### config.mk
export PLATFORM = sky130hd
export DESIGN_NAME = sram_port_arbiter
export DESIGN_NICKNAME = d
export VERILOG_FILES = /design/src/rtl/arb_pkg.sv /design/src/rtl/rr_arb2.sv /design/src/rtl/sram_port_arbiter.sv
export SDC_FILE = /design/constraint.sdc
export NUM_CORES = 1
export LEC_CHECK = 0
export ABC_CLOCK_PERIOD_IN_PS = 3220
export BUFFER_PORTS_ARGS = -buffer_cell sky130_fd_sc_hd__buf_2
export CAP_MARGIN = 5
export CORE_AREA = 2 2 123 125
export DETAILED_ROUTE_END_ITERATION = 10
export DIE_AREA = 0 0 125 127
export PLACE_DENSITY = 0.61
export SETUP_SLACK_MARGIN = 0.02
export SKIP_CTS_REPAIR_TIMING = 1
export SKIP_LAST_GASP = 1
export SLEW_MARGIN = 0
export SYNTH_ARGS = -nofsm -noshare
export SYNTH_HDL_FRONTEND = slang
export SYNTH_SLANG_ARGS = --single-unit
### constraint.sdc
create_clock -name clk -period 3.22 [get_ports clk]
set_input_delay 0.161 -clock clk [delete_from_list [all_inputs] [get_ports clk]]
set_output_delay 0.161 -clock clk [all_outputs]
set_load 0.005 [all_outputs]
### src/rtl/arb_pkg.sv
// ----------------------------------------------------------------------------
// arb_pkg
//   Shared types for the IF/MEM memory-port arbiter.
//   - state_e : arbiter FSM states (one outstanding transaction at a time)
//   - owner_e : which requester owns the current transaction
//   - SZ_*    : access-size encodings carried on *_size / mem_size
// ----------------------------------------------------------------------------
package arb_pkg;

  typedef enum logic [1:0] {
    ST_IDLE = 2'd0,
    ST_ADDR = 2'd1,
    ST_DATA = 2'd2
  } state_e;

  // Encoding matches the rr_arb2 request index (0 = inst, 1 = data).
  typedef enum logic {
    OWN_INST = 1'b0,
    OWN_DATA = 1'b1
  } owner_e;

  localparam logic [1:0] SZ_BYTE = 2'd0;
  localparam logic [1:0] SZ_HALF = 2'd1;
  localparam logic [1:0] SZ_WORD = 2'd2;

endpackage

### src/rtl/rr_arb2.sv
// ----------------------------------------------------------------------------
// rr_arb2
//   Combinational two-way round-robin pick. The history bit lives in the
//   parent so this block stays purely combinational.
//   Ports:
//     req0, req1 : request lines (index 0 = instruction, 1 = data)
//     last       : index of the requester granted most recently
//     grant      : one-hot grant, bit n for req n; zero when no request
// ----------------------------------------------------------------------------
module rr_arb2 (
  input  logic       req0,
  input  logic       req1,
  input  logic       last,
  output logic [1:0] grant
);

  // NOTE: every always_comb output gets a default first, so no path can
  // leave it unassigned and infer a latch.
  always_comb begin
    grant = {req1, req0};
    if (req0 && req1) begin
      // Contention: favour whoever was not served last.
      grant = last ? 2'b01 : 2'b10;
    end
  end

endmodule

### src/rtl/sram_port_arbiter.sv
// ----------------------------------------------------------------------------
// sram_port_arbiter
//   Shares one SRAM-like memory port between the instruction-fetch (i_*) and
//   load/store (d_*) requesters. One transaction in flight at a time:
//   IDLE (grant) -> ADDR (mem_req until mem_addr_ok) -> DATA (wait for
//   mem_data_ok, forward to owner) -> IDLE.
//   Ports:
//     clk, rst              : clock, asynchronous active-high reset
//     {i,d}_req/wr/size/addr/wstrb/wdata : requester command inputs
//     {i,d}_addr_ok         : 1-cycle pulse when that requester is granted
//     {i,d}_data_ok/rdata   : 1-cycle completion pulse, read data alongside
//     mem_req + mem_* fields: downstream request, fields from latched regs
//     mem_addr_ok/data_ok/rdata : downstream handshake and read data
//     busy                  : high whenever the FSM is not IDLE
// ----------------------------------------------------------------------------
module sram_port_arbiter
  import arb_pkg::*;
#(
  parameter int ADDR_W = 32,
  parameter int DATA_W = 32
) (
  input  logic                clk,
  input  logic                rst,

  input  logic                i_req,
  input  logic                i_wr,
  input  logic [1:0]          i_size,
  input  logic [ADDR_W-1:0]   i_addr,
  input  logic [DATA_W/8-1:0] i_wstrb,
  input  logic [DATA_W-1:0]   i_wdata,
  output logic                i_addr_ok,
  output logic                i_data_ok,
  output logic [DATA_W-1:0]   i_rdata,

  input  logic                d_req,
  input  logic                d_wr,
  input  logic [1:0]          d_size,
  input  logic [ADDR_W-1:0]   d_addr,
  input  logic [DATA_W/8-1:0] d_wstrb,
  input  logic [DATA_W-1:0]   d_wdata,
  output logic                d_addr_ok,
  output logic                d_data_ok,
  output logic [DATA_W-1:0]   d_rdata,

  output logic                mem_req,
  output logic                mem_wr,
  output logic [1:0]          mem_size,
  output logic [ADDR_W-1:0]   mem_addr,
  output logic [DATA_W/8-1:0] mem_wstrb,
  output logic [DATA_W-1:0]   mem_wdata,
  input  logic                mem_addr_ok,
  input  logic                mem_data_ok,
  input  logic [DATA_W-1:0]   mem_rdata,

  output logic                busy
);

  localparam int STRB_W = DATA_W / 8;

  state_e              state_q, state_d;
  owner_e              owner_q, last_q;
  logic                wr_q;
  logic [1:0]          size_q;
  logic [ADDR_W-1:0]   addr_q;
  logic [STRB_W-1:0]   wstrb_q;
  logic [DATA_W-1:0]   wdata_q;

  logic [1:0]          grant;
  logic                take;
  logic                take_d;
  logic                data_fire;

  rr_arb2 u_rr_arb2 (
    .req0  (i_req),
    .req1  (d_req),
    .last  (last_q == OWN_DATA),
    .grant (grant)
  );

  // Grants only happen in IDLE; rst gates the combinational pulse so that a
  // request held during reset never produces an addr_ok.
  assign take      = (state_q == ST_IDLE) && !rst && (grant != 2'b00);
  assign take_d    = grant[1];
  assign data_fire = (state_q == ST_DATA) && mem_data_ok;

  assign i_addr_ok = take && grant[0];
  assign d_addr_ok = take && grant[1];
  assign i_data_ok = data_fire && (owner_q == OWN_INST);
  assign d_data_ok = data_fire && (owner_q == OWN_DATA);
  assign i_rdata   = i_data_ok ? mem_rdata : '0;
  assign d_rdata   = d_data_ok ? mem_rdata : '0;

  assign mem_req   = (state_q == ST_ADDR);
  assign mem_wr    = wr_q;
  assign mem_size  = size_q;
  assign mem_addr  = addr_q;
  assign mem_wstrb = wstrb_q;
  assign mem_wdata = wdata_q;
  assign busy      = (state_q != ST_IDLE);

  always_comb begin
    state_d = state_q;
    case (state_q)
      ST_IDLE: if (take)        state_d = ST_ADDR;
      // A simultaneous mem_data_ok here is ignored: only the address phase
      // completes.
      ST_ADDR: if (mem_addr_ok) state_d = ST_DATA;
      ST_DATA: if (mem_data_ok) state_d = ST_IDLE;
      default:                  state_d = ST_IDLE;
    endcase
  end

  // NOTE: sequential state uses non-blocking assignments so every register
  // samples pre-edge values regardless of statement order.
  always_ff @(posedge clk or posedge rst) begin
    if (rst) begin
      state_q <= ST_IDLE;
      owner_q <= OWN_INST;
      last_q  <= OWN_INST;
      wr_q    <= 1'b0;
      size_q  <= '0;
      addr_q  <= '0;
      wstrb_q <= '0;
      wdata_q <= '0;
    end else begin
      state_q <= state_d;
      if (take) begin
        owner_q <= take_d ? OWN_DATA : OWN_INST;
        last_q  <= take_d ? OWN_DATA : OWN_INST;
        wr_q    <= take_d ? d_wr    : i_wr;
        size_q  <= take_d ? d_size  : i_size;
        addr_q  <= take_d ? d_addr  : i_addr;
        wstrb_q <= take_d ? d_wstrb : i_wstrb;
        wdata_q <= take_d ? d_wdata : i_wdata;
      end
    end
  end

endmodule

==> flow_summary.ini <==
[timing]
finalHoldViolations = 36
tightest_slew_ps = 834
fin_crit_ps = 2310
tns_ps = 0
fin_ws_ps = 906
hold_slack_ps = -62.6
fmax_ghz = 0.432
setup_viol = 0
maxSlewViolCount = 0
fin_skew_ps = 5.76
rsz0062_at_grt = no
finalCritPeriodShare = 0.719
relSlewSlack = 0.444

[power_and_ir_drop]
p_leak_nw = 4.02
clkPwrFrac = 0.243
p_switching_mw = 1.42
switching_share = 0.338
seqPwrFrac = 0.383
p_comb_frac = 0.374
power.internal_mw = 2.78
irDropWorstVdd_uv = 218
power_density_nw_per_um2 = 690

[synthesis]
netlist.area_leader.share = 0.456
synth-seq-cells = 74
yosys-top-cells-area = dfrtp_1 46%, inv_1 20%, a222oi_1 17%
avgSynthCellArea_um2 = 8.66
netlist_area_um2 = 4060
ys_seq_area_frac = 0.456
yosysWarnings = 0
syn_inst = 469
muxShareOfSynthArea = 0
yosysUniqueCellTypes = 18
synthAdderAreaFrac = 0
synth_simple_gate_area_frac = 0.119
synth_compound_area_frac = 0.181
synth_top_family_by_area = buffers and inverters
synth_xor_area_frac = 0
synth_top_cell_by_area = dfrtp_1
syn_nets = 649

[setup_path]
start_kind = flip-flop
path_cells = nor3_4 -> and3_2 -> buf_12 -> buf_2
cpPeakStageDelay_ps = 570
arrival_ps = 2150
crit_fanout = 50
required_ps = 3060
critPathTopFamily = simple AND/OR/NAND/NOR gates
crit_buf_inv = 2
path_class = flip-flop to output port
crit_path_end_kind = output port
crit_slowest_cell = and3_2

[drt]
viasPerCell = 4.54
drt-initial-drc-count = 438
ant_nets = 0
routed_wl_um = 14400
dr.pass1.iters = 7
post-route-drc-count = 0
vias = 4390
wire_per_inst_um = 14.9

[clock_network]
cts_tree = yes
cts_root_buf = clkbuf_16
worst_skew_pair.late_latency_ps = 320
path_clk_slew_ps = 60
clockBufferDepth = 2
clock-sinks = 74
cts_made_buffers = 9
h-tree-depth = 3

[floorplanning]
rows = 44
core_um2 = 14400
fp.dieW_um = 125
die_h_um = 127
dieArea_um2 = 15900
initial_core_util = 0.282
top_level_ports = 321

[grt]
grt_usage = 0.175
grt_max_degree = 51
grt_pass1_vias = 4350
grt_first_pass_wirelength_um = 22400
globalRouteOverflowTotal = 0
antenna_found_initial = 2

[placement]
portBuffers = 320
pre_cts_ws_ps = 1140
gp_congestion = 0.793
dp_hpwl_um = 10900

[run_status]
outcome = finished with violations
violations = hold timing

[layout]
drive_gt1_frac = 0.445
nNetsFinal = 957
area_growth_pct = 50.1
fillerInstances = 1509

[flow_run]
drv_cap = 0

[hold_path]
hold_class = input port to asynchronous set/reset pin
[cells by family after synthesis]
family	count (synthesis)
AO/OA/AOI/OAI	76
flip-flops	74
buffers and inverters	244
AND/OR/NAND/NOR	75
[layout make-up]
cell class / instances / area (um2) / share of cell area
flip-flops and latches: 74 / 1850 / 0.304
diodes: 2 / 5.00 / 0.000821
clock buffers: 12 / 256 / 0.0421
well taps: 184 / 230 / 0.0378
inverters: 215 / 808 / 0.133
repair buffers: 326 / 1660 / 0.272
clock inverters: 4 / 50.0 / 0.00821
multi-input cells: 151 / 1230 / 0.203
[worst reg2reg max path: cells and delay by family, from the launching register on]
kind            cells  cell delay (ps)
simple gates        2              880
flops               1              430
buf+inv             1              420
compound gates      1              190
[cell usage in the layout, fill, tap and decap left out]
master and count:
buf_2 320, inv_1 214, dfrtp_1 74, a222oi_1 71, and2_1 64, clkbuf_16 9
buf_4 5, nand2b_1 3, diode_2 2, nand2_1 2, and3_2 2, clkinv_2 2
o21ai_0 2, clkinvlp_4 2, clkbuf_8 2, nor3_4 1, o21ai_4 1, and4b_1 1
nor3b_2 1, or2_2 1, a21oi_1 1, a31oi_1 1, bufinv_16 1, clkbuf_1 1
buf_12 1
[cells in the mapped netlist (all sizes together)]
cell type  number
clkbuf         11
nand2b          3
a222oi         71
and2           64
a21oi           1
nor3b           1
o21ai           3
and4b           1
a31oi           1
nand2           2
dfrtp          74
or2             1
nor3            1
and3            2
buf            18
inv           215
[flip-flops by register name, summed over array words and instances (netlist names)]
name       count
mem_wdata     32
mem_wr         1
mem_wstrb      4
mem_size       2
mem_addr      32
last_q         1
state_q        2
[worst paths after layout]
check                                    startpoint                        to  slack (ps)  cells after the start
setup / recovery             state_q[0]$_DFFE_PP0P_                 i_addr_ok         910                      4
hold / removal                                  rst    state_q[0]$_DFFE_PP0P_         -60                      2
setup reg to reg             state_q[0]$_DFFE_PP0P_  mem_addr[13]$_DFFE_PP0P_        1130                      4
hold reg to reg            mem_addr[27]$_DFFE_PP0P_  mem_addr[27]$_DFFE_PP0P_         520                      2
max in group asynchronous                       rst   mem_size[0]$_DFFE_PP0P_        2350                      3
min in group clk                        mem_addr_ok    state_q[0]$_DFFE_PP0P_          60                      2
[per-stage QoR]
step	hold WS [ps]	util	instance area (um2)	std cells	power, mW
2_1_floorplan	265	-	4060	469	2.41
3_3_place_gp	311	0.401	5780	950	3.19
3_5_place_dp	306	0.401	5780	950	3.22
4_1_cts	-44.9	0.422	6090	966	4.27
5_1_grt	5.96	0.423	6100	968	4.53
6_report	-62.6	0.423	6100	968	4.21
[power groups by stage]
stage                     clock network, mW  logic (mW)  registers (mW)
after floorplan                           0       0.761            1.65
after global placement                    0        1.58            1.62
after detailed placement                  0        1.59            1.62
after CTS                              1.05        1.60            1.61
after global routing                   1.11        1.76            1.67
final                                  1.02        1.57            1.61
[per-layer routing]
metal / vias up / GRT usage / share of wire
met5: - / 0 / 0
met4: 0 / 0.0686 / 0.015
met3: 12 / 0.0318 / 0.080
met2: 246 / 0.310 / 0.50
met1: 2037 / 0.213 / 0.40
li1: 2095 / - / -
(Power assumes the default switching activity.)
